$ cat src/rtl/seq_pkg.sv
// seq_pkg: state encoding, default widths and period clamp shared by sample_sequencer.
package seq_pkg;
    localparam int SEQ_PERIOD_W = 8;
    localparam int SEQ_CNT_W = 16;
    typedef enum logic [1:0] {IDLE, ARM, RUN, DONE} seq_state_t;
    function automatic logic [31:0] clamp_period(input logic [31:0] p);
        return p == 32'd0 ? 32'd1 : p;
    endfunction
endpackage

$ cat src/rtl/sample_sequencer_period_counter.sv
// period_counter: modulo-period phase counter with clear, advance enable and wrap flag.
module period_counter #(
    parameter int W = 8
) (
    input  logic         clock,
    input  logic         i_reset,
    input  logic         clear,
    input  logic         advance,
    input  logic [W-1:0] period,
    output logic [W-1:0] count,
    output logic         wrap
);
    assign wrap = count == period - W'(1);
    always_ff @(posedge clock)
        if (i_reset || clear) count <= '0;
        else if (advance) count <= wrap ? '0 : count + W'(1);
endmodule

$ cat src/rtl/sample_sequencer.sv
// sample_sequencer: run/stop controller issuing per-period tick and phase-aligned sample enable.
// Define SEQ_HOLD_EN to add i_hold, which freezes the run without aborting it.
module sample_sequencer
    import seq_pkg::*;
#(
    parameter int PERIOD_W = SEQ_PERIOD_W,
    parameter int CNT_W = SEQ_CNT_W
) (
    input  logic                clock,
    input  logic                i_reset,
    input  logic                i_start,
    input  logic                i_stop,
`ifdef SEQ_HOLD_EN
    input  logic                i_hold,
`endif
    input  logic [PERIOD_W-1:0] i_period,
    input  logic [PERIOD_W-1:0] i_phase,
    input  logic [CNT_W-1:0]    i_num_ticks,
    output logic                o_tick,
    output logic                o_sample_en,
    output logic                o_busy,
    output logic                o_done,
    output logic [CNT_W-1:0]    o_tick_count
);
    seq_state_t state, state_n;
    logic [PERIOD_W-1:0] period_l, phase_l, peff_n, phase_cnt;
    logic [CNT_W-1:0] num_l, tick_count;
    logic hold, run, wrap, last;
`ifdef SEQ_HOLD_EN
    assign hold = i_hold;
`else
    assign hold = 1'b0;
`endif
    assign run = state == RUN && !hold;
    assign peff_n = PERIOD_W'(clamp_period(32'(i_period)));
    period_counter #(.W(PERIOD_W)) u_period_counter (
        .clock(clock),
        .i_reset(i_reset),
        .clear(state != RUN),
        .advance(run),
        .period(period_l),
        .count(phase_cnt),
        .wrap(wrap)
    );
    assign o_tick = run && wrap;
    assign o_sample_en = run && phase_cnt == phase_l;
    assign o_busy = state == ARM || state == RUN;
    assign o_done = state == DONE;
    assign o_tick_count = tick_count;
    // the final budgeted tick takes priority over a simultaneous stop
    assign last = o_tick && num_l != '0 && tick_count == num_l - CNT_W'(1);
    always_comb
        state_n = state == IDLE ? (i_start && !i_stop ? ARM : IDLE) :
                  state == ARM  ? (i_stop ? IDLE : RUN) :
                  state == RUN  ? (last ? DONE : i_stop ? IDLE : RUN) : IDLE;
    always_ff @(posedge clock) begin
        if (i_reset) begin
            state <= IDLE;
            period_l <= '0;
            phase_l <= '0;
            num_l <= '0;
            tick_count <= '0;
        end else begin
            state <= state_n;
            if (state == ARM) begin
                period_l <= peff_n;
                phase_l <= i_phase > peff_n - PERIOD_W'(1) ? peff_n - PERIOD_W'(1) : i_phase;
                num_l <= i_num_ticks;
                tick_count <= '0;
            end else if (o_tick && tick_count != '1) begin
                tick_count <= tick_count + CNT_W'(1);
            end
        end
    end
endmodule

$ cat config.mk
export PLATFORM = sky130hd
export DESIGN_NAME = sample_sequencer
export DESIGN_NICKNAME = d
export VERILOG_FILES = /design/src/rtl/seq_pkg.sv /design/src/rtl/sample_sequencer_period_counter.sv /design/src/rtl/sample_sequencer.sv
export SDC_FILE = /design/constraint.sdc
export NUM_CORES = 1
export LEC_CHECK = 0
export ABC_AREA = 1
export CAP_MARGIN = 20
export CORE_AREA = 2 2 118 120
export DETAILED_ROUTE_END_ITERATION = 16
export DIE_AREA = 0 0 120 122
export SLEW_MARGIN = 10
export SYNTH_ARGS = -nofsm -noshare
export SYNTH_HDL_FRONTEND = slang
export SYNTH_SLANG_ARGS = --single-unit
export TNS_END_PERCENT = 10
$ cat constraint.sdc
create_clock -name clock -period 3 [get_ports clock]
set_clock_uncertainty 0.15 [all_clocks]
set_input_delay 0.3 -clock clock [delete_from_list [all_inputs] [get_ports clock]]
set_output_delay 0.3 -clock clock [all_outputs]
set_load 0.02 [all_outputs]
## Word level (Yosys, flattened, before mapping)

Index checks and enable logic that the tools add are counted.

- Output and inout bits: 20
- Bits in registers: 58
- Input bits: 36
- Word-level logic and storage cells: 42

- Eq/ne operators: 8
- Mux-type cells: 9
- Reduce and logical (&&, ||, !) cells: 13
- Add/subtract/negate cells: 5
- Magnitude comparators: 1

Operator list:

| cell | number |
|---|---|
| $mux 8 | 3 |
| $add 16x1->16 const B | 1 |
| $eq 16x16->1 | 1 |
| $eq 8x8->1 | 2 |
| $ne 16x16->1 const B | 1 |
| $reduce_bool 16->1 | 1 |
| $sub 16x1->16 const B | 1 |
| $sub 8x1->8 const B | 2 |
| $mux 2 | 5 |
| $add 8x1->8 const B | 1 |
| $gt 8x8->1 | 1 |
| $logic_not 8->1 | 1 |
| $logic_and 1x1->1 | 6 |
| $eq 2x2->1 const B | 2 |
| $eq 2x1->1 const B | 1 |
| $logic_not 2->1 | 1 |
| $logic_or 1x1->1 | 2 |
| $ne 2x2->1 const B | 1 |
| $reduce_or 2->1 | 1 |
| $logic_not 1->1 | 1 |
| $mux 1 | 1 |

## Depth between registers and ports, before layout

Gate-level depths: netlist of run 1.

- Depth in word-level cells: 9
- Gate-level depth with buffers: 19
- Gate-level depth less buffers: 18

## Modules after synthesis

A second synthesis of run 1 with hierarchy kept.

- Cell total of the unflattened synthesis: 604
- Area total of the unflattened synthesis: 3928.8 µm²

By module, submodules not included:

| module | area an instance (µm²) | cells each | instances | seq. area each (µm²) |
|---|---|---|---|---|
| sample_sequencer | 3174.3 | 478 | 1 | 1001.0 |
| period_counter | 754.5 | 126 | 1 | 160.2 |

## Worst setup path after synthesis of run 1

Ideal clock, no wire load.

- Path type: input-to-reg
- From: input port i_period[4]
- To: register phase_l[1]
- Cell stages on the path: 19
- Path buffers: 1
- Slack: 0.145 ns
- Data required time: 2.730 ns
- Library setup time: 0.120 ns
- Arrival time: 2.585 ns
- Path through: inv_1 -> nand2_1 -> nor2_1 -> a31oi_1 -> ha_1 -> nand3_1 -> xor2_1 -> inv_1 -> ha_1 -> nand2_1 -> nor2_1 -> nand2_1 -> o211ai_1 -> nand2_1 -> inv_1 -> clkbuf_1 -> nand2_1 -> o211ai_1 -> nand2_1

- Longest elaborated chain between the ends: 5

Ends and longest elaborated chain:

| what | RTL line | text |
|---|---|---|
| start, declared | sample_sequencer.sv:16 | `input logic [PERIOD_W-1:0] i_period,` |
| $logic_not 8->1 | seq_pkg.sv:7 | `return p == 32'd0 ? 32'd1 : p;` |
| $mux 8 * | seq_pkg.sv:7 |  |
| $sub 8x1->8 * | sample_sequencer.sv:67 | `phase_l <= i_phase > peff_n - PERIOD_W'(1) ? peff_n - PERIOD_W'(1) : i_phase;` |
| $gt 8x8->1 | sample_sequencer.sv:67 |  |
| $mux 8 * | sample_sequencer.sv:67 |  |
| end signal, assigned | sample_sequencer.sv:67 |  |
| end, declared | sample_sequencer.sv:26 | `logic [PERIOD_W-1:0] period_l, phase_l, peff_n, phase_cnt;` |

Every way passes the cells marked *; elsewhere a longest branch is shown, timed or not.
A chain may end at the register's enable or synchronous reset.

## Final worst setup path of run 1

- From: register period_l[0]
- To: output port o_tick

- Longest elaborated chain between the ends: 3

Ends and longest elaborated chain:

| what | RTL line | text |
|---|---|---|
| start, declared | sample_sequencer.sv:26 |  |
| start signal, assigned | sample_sequencer.sv:66 | `period_l <= peff_n;` |
| $sub 8x1->8 | sample_sequencer_period_counter.sv:13 | `assign wrap = count == period - W'(1);` |
| $eq 8x8->1 | sample_sequencer_period_counter.sv:13 |  |
| $logic_and 1x1->1 | sample_sequencer.sv:45 | `assign o_tick = run && wrap;` |
| end, declared | sample_sequencer.sv:19 | `output logic o_tick,` |

Every way passes these cells.

==> flow_summary_export.csv, run 1 <==
group,metric,value,unit
cts,ctsLongestPathBuffers,2,
route,wl_per_cell,12.36,um
pwr,max-vdd-ir-drop,0.0002494,V
critical_path,critical_path_arrival,2.30,ns
yosys,ys.flop_type,"dfxtp_1",
cells_and_area,final_cell_mix,"147 x nand2_1, 65 x inv_1, 58 x dfxtp_1",
cts,htree_levels,3,
sta,setup_violations,0,
cells_and_area,num-fill-cells,1399,
yosys,syn_inst,583,
cts,cts_buffers,9,
route,vias,3797,
floorplanning,rows,43,
sta,max_freq,364.1,MHz
critical_path,reg2reg_setup_slack,0.72,ns
cells_and_area,num_antenna_cells,0,
yosys,synth-simple-area-share,35.20,%
yosys,synth_cell_types,41,
yosys,ys_seq_area_share,29.43,%
critical_path,crit_type,"reg -> out",
cts,cts_setup_buffers,0,
yosys,synth_edf_count,0,
grt,grt_pass1_vias,3555,
yosys,syn_nets,636,
yosys,synth_area,3945,um2
pwr,clkPwrFrac,46.6,%
hold_path,hold_path_end,"phase_l[1]",
critical_path,rr_startpoint,"o_tick_count[1]",
yosys,avgSynthCellArea,6.767,um2
sta,fin_tns_setup,0,ns
yosys,synth_top_family_by_area,"simple AND/OR/NAND/NOR gates",
floorplanning,start_util,29.21,%
cts,cts_tree,"done",
placement,pre_cts_ws,-0.1353,ns
yosys,synth-seq-cells,58,
outcome,status,"complete, no violations",
route,wirelength,10.39,mm
pwr,p_int,0.001648,W
route,drt_pre_antenna_iters,4,
sta,post-route-min-period,2.747,ns
grt,grt_max_degree,38,
cells_and_area,final_net_count,709,
hold_path,holdPathStages,2,
critical_path,critPathMaxStageDelay,0.37,ns
critical_path,crit_fanout,3,
route,antenna_left,0,
yosys,synthMuxAreaShare,0,%
critical_path,start_kind,"register",
cts,holdBufCountCts,0,
pwr,combPwrFrac,17.1,%
yosys,synth_fa_ha_area_share,5.392,%
floorplanning,dieWidth,120,um
critical_path,r2r_end,"o_tick_count[1]",
critical_path,worstSetupEndpointType,"primary output",
placement,dp_cells,824,
grt,antenna_found_initial,0,
sta,layout_setup_ws,0.2534,ns
yosys,synth-xor-area-share,10.40,%
cells_and_area,final_common_cell,"nand2_1",
pwr,p_switching,0.0005685,W
sta,timing.slew.headroom,63.34,%
floorplanning,core_area,13500,um2
yosys,synth_compound_area_share,10.28,%
pwr,power_frac_seq,36.2,%
critical_path,path_buf_inv,3,
cells_and_area,utilization,38.19,%
sta,hold_viol_final,0,
cts,clk_pin_slew,0.05,ns
critical_path,r2r_cells,7,
critical_path,crit_family,"simple AND/OR/NAND/NOR gates",
placement,place.gp.congestion,0.8839,
yosys,ys_async_sr_fraction,0,%
flow_run,maxCapViolCount,0,
floorplanning,dieArea,14640,um2
floorplanning,io-pin-count,56,
cells_and_area,drive_above_1_share,10.89,%
pwr,p_per_area,429.8,nW/um2
critical_path,critPathSlowestCell,"dfxtp_1",
cts,clockRootBuffer,"clkbuf_16",
cells_and_area,instances_no_fill,841,
sta,worstMarginPinSlew,0.5465,ns
route,viasPerCell,4.515,
grt,grt_pass1_wl,17.39,mm
route,first_iter_violations,179,
critical_path,path_cells,"inv_2 -> ha_1 -> xor2_1 -> nand2_1 -> nor2_1 -> inv_1 -> nor2_1 -> nand3_1 -> nor2_1 -> dlygate4sd2_1",
pwr,p_leak,2.137,nW
critical_path,critical_path_required,2.55,ns
hold_path,hold_start,"phase_l[1]",
pwr,power.share.switching,25.65,%
cts,cts_sinks,58,
yosys,ys.warnings.count,0,
cells_and_area,area_growth,30.73,%
route,drc,0,
grt,grt_usage,14.84,%
sta,finalMaxSlewViolations,0,
sta,post-route-period-util,91.55,%
critical_path,cp_common_cell,"nor2_1",
floorplanning,die_h,122,um
placement,portBuffers,55,
placement,dpl.hpwl,8.128,mm
hold_path,holdCritPathClass,"reg -> reg",
cts,insertion_delay,0.33,ns
grt,grt_overflow_total,0,
[area by class of cell]
class | count | area, um2 | share of cell area (%)
clock buffer | 14 | 264.0 | 5.119
clock inverter | 2 | 35.03 | 0.6793
inverter | 75 | 281.5 | 5.459
multi-input combinational | 434 | 2449 | 47.48
sequential | 58 | 1161 | 22.51
tap | 180 | 225.2 | 4.367
timing repair buffer | 78 | 742.0 | 14.39
[cells in the mapped netlist (4+ instances only)]
| cell | instances | area, um2 |
|---|---|---|
| a21oi_1 | 26 | 130.1 |
| buf_2 | 5 | 25.02 |
| clkbuf_1 | 8 | 30.03 |
| dfxtp_1 | 58 | 1161 |
| ha_1 | 17 | 212.7 |
| inv_1 | 65 | 244.0 |
| inv_2 | 9 | 33.78 |
| nand2_1 | 147 | 551.8 |
| nand3_1 | 35 | 175.2 |
| nand3_4 | 4 | 70.07 |
| nand4_1 | 21 | 131.4 |
| nor2_1 | 59 | 221.5 |
| nor3_1 | 9 | 45.04 |
| o21ai_0 | 26 | 130.1 |
| o21ai_1 | 5 | 25.02 |
| o22ai_1 | 9 | 56.30 |
| xnor2_1 | 13 | 113.9 |
| xor2_1 | 32 | 280.3 |
[routing by layer]
layer  track usage (%)  up-vias  routed length (um)
li1                  -     2032                   -
met1             21.15     1689                5401
met3             3.230        9                 458
met2             21.84       67                4413
met5                 0        -                   0
met4             5.441        0                 119
[worst min-delay path: stages, from the launching register on]
cell and delay [ns]:
dfxtp_1 0.32, nand2_1 0.06, nand2_1 0.04
[through the flow]
stage	power [W]	area (um2)	hold slack [ns]
2_1_floorplan	0.001054	3945	0.2191
3_3_place_gp	0.001187	4803	0.3178
3_5_place_dp	0.001189	4803	0.3109
4_1_cts	0.002223	5101	0.3197
5_1_grt	0.002316	5157	0.3310
6_report	0.002216	5157	0.3176
[power groups by stage]
stage	clock network, W	logic [W]	registers (W)
global route	0.00108	0.000434	0.000805
global placement	0	0.000368	0.000819
CTS	0.00105	0.000372	0.000803
floorplan	0	0.000239	0.000815
detailed placement	0	0.000370	0.000819
finish	0.00103	0.000380	0.000803
[worst max path at each step]
stage	start	end	cells after the start
6_report	period_l[0]	o_tick	10
5_1_grt	i_period[3]	phase_l[3]	20
4_1_cts	i_period[3]	phase_l[5]	20
3_5_place_dp	i_period[3]	phase_l[5]	20
3_3_place_gp	i_period[3]	phase_l[5]	20
2_1_floorplan	i_period[4]	phase_l[1]	19
[what timing repair did]
| action | CTS | global route |
|---|---|---|
| endpoints found under the setup margin | 1 | 8 |
| pin swaps | 0 | 0 |
| resized for setup | 1 | 6 |
[cell families (layout without fill, tap and decap cells)]
| family | count (synthesis) | after routing |
|---|---|---|
| AOI/OAI and AO/OA | 74 | 74 |
| xor gates and xnor gates | 46 | 46 |
| adders and majority gates | 17 | 17 |
| buffers and inverters | 91 | 169 |
| DFF | 58 | 58 |
| and+or+nand+nor | 297 | 297 |
[flip-flops by register name (all words and copies together), names as in the netlist]
| name | count |
|---|---|
| period_l | 8 |
| phase_l | 8 |
| o_tick_count | 16 |
| u_period_counter.count | 8 |
| num_l | 16 |
| state | 2 |
Power figures use the tool's default switching activity.
==> run 2, diff against run 1 <==
Settings changed: SLEW_MARGIN 10 to not set.
Clock period 3 ns to 3.2 ns, I/O delays scaled along.
==> run 2 against run 1 <==
Effect of this change:
- sequential power fell by 6.2%
- die area unchanged
- wire length decreased by 0.65%
- clock power fell by 11%
- via count fell by 0.29%
- non-clock buffer count down 9
- register-to-register slack gained 0.20 ns
- utilization is 0.63 points lower
- flip-flop and latch count stayed put
- combinational power is 10% lower
- cell area down 1.6%
- final cell count shrank 1.1%
- critical path type is now in -> reg
- critical endpoint is now phase_l[1]
- largest power group unchanged
- highest routed layer unchanged
==> flow_summary_export.csv, run 2 (synthesis results as in run 1) <==
group,metric,value,unit
outcome,status,"complete, no violations",
cells_and_area,num_antenna_cells,0,
pwr,max-vdd-ir-drop,0.0002337,V
cells_and_area,area_growth,28.58,%
floorplanning,dieArea,14640,um2
grt,grt_max_degree,38,
route,wl_per_cell,12.41,um
floorplanning,core_area,13500,um2
placement,portBuffers,55,
sta,max_freq,348.7,MHz
sta,worstMarginPinSlew,0.5488,ns
floorplanning,die_h,122,um
cells_and_area,regArea,1161,um2
pwr,p_leak,2.092,nW
sta,hold_ws,0.3234,ns
flow_run,maxCapViolCount,0,
cts,ctsLongestPathBuffers,2,
cells_and_area,drive_above_1_share,9.663,%
floorplanning,start_util,29.21,%
route,vias,3786,
cts,clockRootBuffer,"clkbuf_16",
cts,cts_sinks,58,
floorplanning,io-pin-count,56,
cells_and_area,num-fill-cells,1398,
sta,setup_violations,0,
critical_path,crit_fanout,13,
cts,insertion_delay,0.33,ns
placement,dpl.hpwl,8.040,mm
cts,holdBufCountCts,0,
cells_and_area,final_common_cell,"nand2_1",
cells_and_area,multi_input_area,2439,um2
sta,rsz0062_at_grt,"no",
sta,timing.slew.headroom,63.07,%
grt,grt_pass1_wl,17.35,mm
cts,clk_pin_slew,0.05,ns
critical_path,reg2reg_setup_slack,0.92,ns
cts,htree_levels,3,
route,antenna_left,0,
pwr,power,0.002014,W
grt,grt_usage,14.70,%
critical_path,critical_path_required,3.27,ns
cells_and_area,utilization,37.56,%
sta,layout_setup_ws,0.3324,ns
floorplanning,rows,43,
pwr,p_per_area,397.1,nW/um2
grt,grt_pass1_vias,3526,
sta,finalMaxSlewViolations,0,
floorplanning,dieWidth,120,um
route,wirelength,10.32,mm
cells_and_area,final_net_count,700,
cts,cts_tree,"done",
critical_path,critical_path_arrival,2.94,ns
route,drt_pre_antenna_iters,4,
cts,cts_buffers,9,
route,viasPerCell,4.550,
critical_path,crit_type,"in -> reg",
critical_path,start_kind,"input pin",
route,drc,0,
hold_path,holdCritPathClass,"reg -> reg",
sta,post-route-period-util,89.61,%
sta,hold_viol_final,0,
grt,grt_overflow_total,0,
placement,place.gp.congestion,0.8903,
critical_path,worstSetupEndpointType,"register",
sta,post-route-min-period,2.868,ns
route,first_iter_violations,214,
cells_and_area,final_cell_mix,"147 x nand2_1, 64 x inv_1, 58 x dfxtp_1",
grt,antenna_found_initial,0,
placement,pre_cts_ws,-0.1340,ns
[run 2: cell types whose count changed in the layout (fill, tap and decap cells not counted), sizes merged]
| cell | before | now |
|---|---|---|
| bufinv | 1 | 0 |
| clkinv | 2 | 3 |
| clkinvlp | 0 | 1 |
| dlymetal6s2s | 0 | 1 |
| inv | 74 | 73 |
| dlygate4sd2 | 1 | 0 |
| buf | 23 | 14 |
[run 2: what timing repair did]
item | in CTS | in global routing
gates resized for setup | 0 | 6
buffers inserted | 0 | 0
setup endpoints to repair | 0 | 9
[run 2: critical path, stage by stage]
cell	delay, ns
clkdlybuf4s50_1	0.49
inv_1	0.06
nand2_1	0.08
nor2_2	0.05
a31oi_2	0.17
buf_4	0.18
nand2_1	0.08
xor2_1	0.19
ha_1	0.28
a21oi_1	0.15
o21ai_0	0.10
nand2_1	0.07
o211ai_1	0.08
nand2_1	0.13
clkinvlp_4	0.22
o211ai_1	0.21
nand2_1	0.06
[run 2: layout make-up]
| class | instances | share of cell area (%) |
|---|---|---|
| clock inverters | 2 | 0.1973 |
| inverters | 75 | 5.624 |
| flip-flops and latches | 58 | 22.89 |
| clock buffers | 14 | 5.402 |
| repair buffers | 69 | 13.37 |
| well taps | 180 | 4.440 |
| multi-input cells | 434 | 48.08 |
[run 2: final timing paths]
path / startpoint / endpoint / depth (start not counted)
hold / removal: phase_l[7] / phase_l[7] / 2
hold reg to reg: phase_l[7] / phase_l[7] / 2
setup reg to reg: period_l[0] / o_tick_count[10] / 14
setup / recovery: i_period[3] / phase_l[1] / 17
[run 2: report_power, final]
group / internal (W) / switching [W]
Combinational: 0.000151 / 0.000190
Clock: 0.000584 / 0.000336
Sequential: 0.000739 / 0.0000140
Total: 0.00147 / 0.000540
[run 2: per-stage QoR]
step / std cells / setup TNS, ns / cell area, um2
after global routing: 832 / 0 / 5072
after floorplan: 583 / 0 / 3945
after global placement: 815 / 0 / 4736
after detailed placement: 815 / -0.7343 / 4736
final: 832 / 0 / 5072
after CTS: 831 / 0 / 5020
[run 2: metal layers]
| metal | wire [um] | track usage, % | vias to the layer above |
|---|---|---|---|
| met2 | 4323 | 20.81 | 60 |
| met3 | 398 | 2.481 | 8 |
| met4 | 115 | 6.176 | 0 |
| met1 | 5487 | 21.76 | 1696 |
| met5 | 0 | 0 | - |
| li1 | - | - | 2022 |
==> run 3, diff against run 2 <==
Clock period 3.2 ns to 2.9 ns, I/O delays scaled along.
==> run 3 against run 2 <==
Effect of this change:
- sequential power grew 10%
- first-iteration DRC count shrank 23%
- hold slack lost 0.21 ns
- critical path type unchanged
- register-to-register slack lost 0.32 ns
- global-route usage grew 0.64 points
- largest power group unchanged
- largest cell class unchanged
- clock-buffer cell count shrank 3
- utilization grew 1.6 points
- combinational power grew 18%
==> flow_summary_export.csv, run 3 (synthesis results as in run 1) <==
group,metric,value,unit
outcome,status,"complete, no violations",
pwr,max-vdd-ir-drop,0.0002386,V
pwr,combPwrFrac,15.8,%
critical_path,cp_common_cell,"nand2_1",
sta,setup_violations,0,
route,viasPerCell,4.555,
cells_and_area,instances_no_fill,847,
floorplanning,rows,43,
placement,place.gp.congestion,0.8797,
cells_and_area,final_common_cell,"nand2_1",
flow_run,maxCapViolCount,0,
sta,worstMarginPinSlew,0.4979,ns
grt,grt_overflow_total,0,
cts,htree_levels,3,
grt,grt_max_degree,38,
route,drt_pre_antenna_iters,5,
pwr,p_leak,2.231,nW
sta,finalMaxSlewViolations,0,
sta,max_freq,381.6,MHz
critical_path,crit_family,"buffers and inverters",
placement,portBuffers,55,
floorplanning,dieWidth,120,um
pwr,p_per_area,480.8,nW/um2
critical_path,start_kind,"input pin",
cts,clk_pin_slew,0.05,ns
route,wl_met2,4.531,mm
route,drc,0,
sta,post-route-min-period,2.621,ns
critical_path,critical_path_arrival,2.68,ns
cells_and_area,num_antenna_cells,0,
critical_path,path_buf_inv,3,
critical_path,crit_fanout,3,
pwr,clkPwrFrac,51.5,%
floorplanning,io-pin-count,56,
route,wl_per_cell,12.38,um
route,antenna_left,0,
pwr,p_int,0.001947,W
cts,cts_sinks,58,
floorplanning,dieArea,14640,um2
cts,cts_buffers,9,
route,topRoutingLayerUsed,"met4",
sta,hold_ws,0.1111,ns
cells_and_area,final_net_count,715,
critical_path,path_cells,"clkdlybuf4s50_1 -> nor2_1 -> a31oi_1 -> ha_2 -> nand3_2 -> xor2_2 -> inv_1 -> ha_1 -> nand2_1 -> nor2_2 -> nand2_1 -> o211ai_1 -> nand2_1 -> buf_4 -> o21ai_0 -> o21ai_0",
floorplanning,die_h,122,um
grt,grt_usage,15.34,%
cts,holdBufCountCts,0,
floorplanning,core_area,13500,um2
route,wl_met1,5.277,mm
cells_and_area,drive_above_1_share,12.74,%
floorplanning,start_util,29.21,%
sta,hold_viol_final,0,
placement,dpl.hpwl,8.266,mm
critical_path,crit_type,"in -> reg",
cts,cts_tree,"done",
cells_and_area,final_cell_mix,"146 x nand2_1, 62 x inv_1, 58 x dfxtp_1",
sta,timing.slew.headroom,66.50,%
cells_and_area,area_growth,33.94,%
hold_path,holdCritPathClass,"in -> reg",
grt,grt_pass1_vias,3684,
pwr,power.share.switching,23.37,%
grt,grt_pass1_wl,18.03,mm
critical_path,worstSetupEndpointType,"register",
pwr,p_switching,0.0005936,W
route,wl_met3,518,um
cts,insertion_delay,0.33,ns
cts,clockRootBuffer,"clkbuf_16",
critical_path,critPathSlowestCell,"clkdlybuf4s50_1",
route,first_iter_violations,165,
sta,post-route-period-util,90.36,%
cts,ctsLongestPathBuffers,2,
route,wirelength,10.49,mm
cells_and_area,num-fill-cells,1402,
critical_path,critical_path_required,2.96,ns
critical_path,critPathMaxStageDelay,0.48,ns
pwr,power_frac_seq,32.7,%
route,vias,3858,
placement,dp_cells,829,
grt,antenna_found_initial,0,
==> run 3: changes by cell type in the layout (fill, tap and decap cells not counted), moves of 3 or more <==
cell / change
bufinv_16: +4
dlymetal6s2s_1: +3
inv_2: +3
buf_4: +15
clkdlybuf4s50_1: -4
==> run 3: power by group through the flow <==
stage / combinational, W / clock, W / sequential [W]
final: 0.000401 / 0.00131 / 0.000831
after global routing: 0.000458 / 0.00136 / 0.000833
after CTS: 0.000390 / 0.00133 / 0.000830
after detailed placement: 0.000387 / 0 / 0.000847
after global placement: 0.000386 / 0 / 0.000847
after floorplan: 0.000247 / 0 / 0.000843
==> run 3: layer usage <==
metal | GRT usage [%] | vias up
met3 | 2.762 | 12
met2 | 23.22 | 83
met1 | 21.76 | 1708
li1 | - | 2055
met4 | 5.515 | 0
met5 | 0 | -
==> run 3: area by class of cell <==
class / count / area, um2 / share of cell area (%)
Tap cell: 180 / 225.2 / 4.262
Multi-Input combinational cell: 434 / 2455 / 46.46
Clock inverter: 5 / 125.1 / 2.368
Inverter: 75 / 281.5 / 5.328
Sequential cell: 58 / 1161 / 21.97
Timing Repair Buffer: 84 / 793.3 / 15.01
Clock buffer: 11 / 242.7 / 4.594
==> run 3: worst paths after layout <==
kind	endpoint	depth (start not counted)	startpoint	slack, ns
max	phase_l[0]	16	i_period[2]	0.28
min	period_l[7]	2	i_period[7]	0.11
max reg2reg	o_tick_count[10]	14	period_l[0]	0.60
min reg2reg	phase_l[1]	2	phase_l[1]	0.32
==> run 3: timing repair <==
item                                    CTS  global route
pin swaps                                 0             9
setup buffers                             0             1
endpoints found under the setup margin    1             9
resized for setup                         1            17
gates cloned                              0             0
==> run 3: metrics by stage <==
step / instance area (um2) / setup TNS [ns] / utilization (%) / setup slack, ns / total power [W]
2_1_floorplan: 3945 / 0 / - / 0.05509 / 0.001090
3_3_place_gp: 4841 / -1.071 / 35.85 / -0.1657 / 0.001233
3_5_place_dp: 4841 / -1.328 / 35.85 / -0.2021 / 0.001234
4_1_cts: 5207 / 0 / 38.56 / 0.1293 / 0.002551
5_1_grt: 5284 / -0.01854 / 39.13 / -0.01854 / 0.002655
6_report: 5284 / 0 / 39.13 / 0.2795 / 0.002540
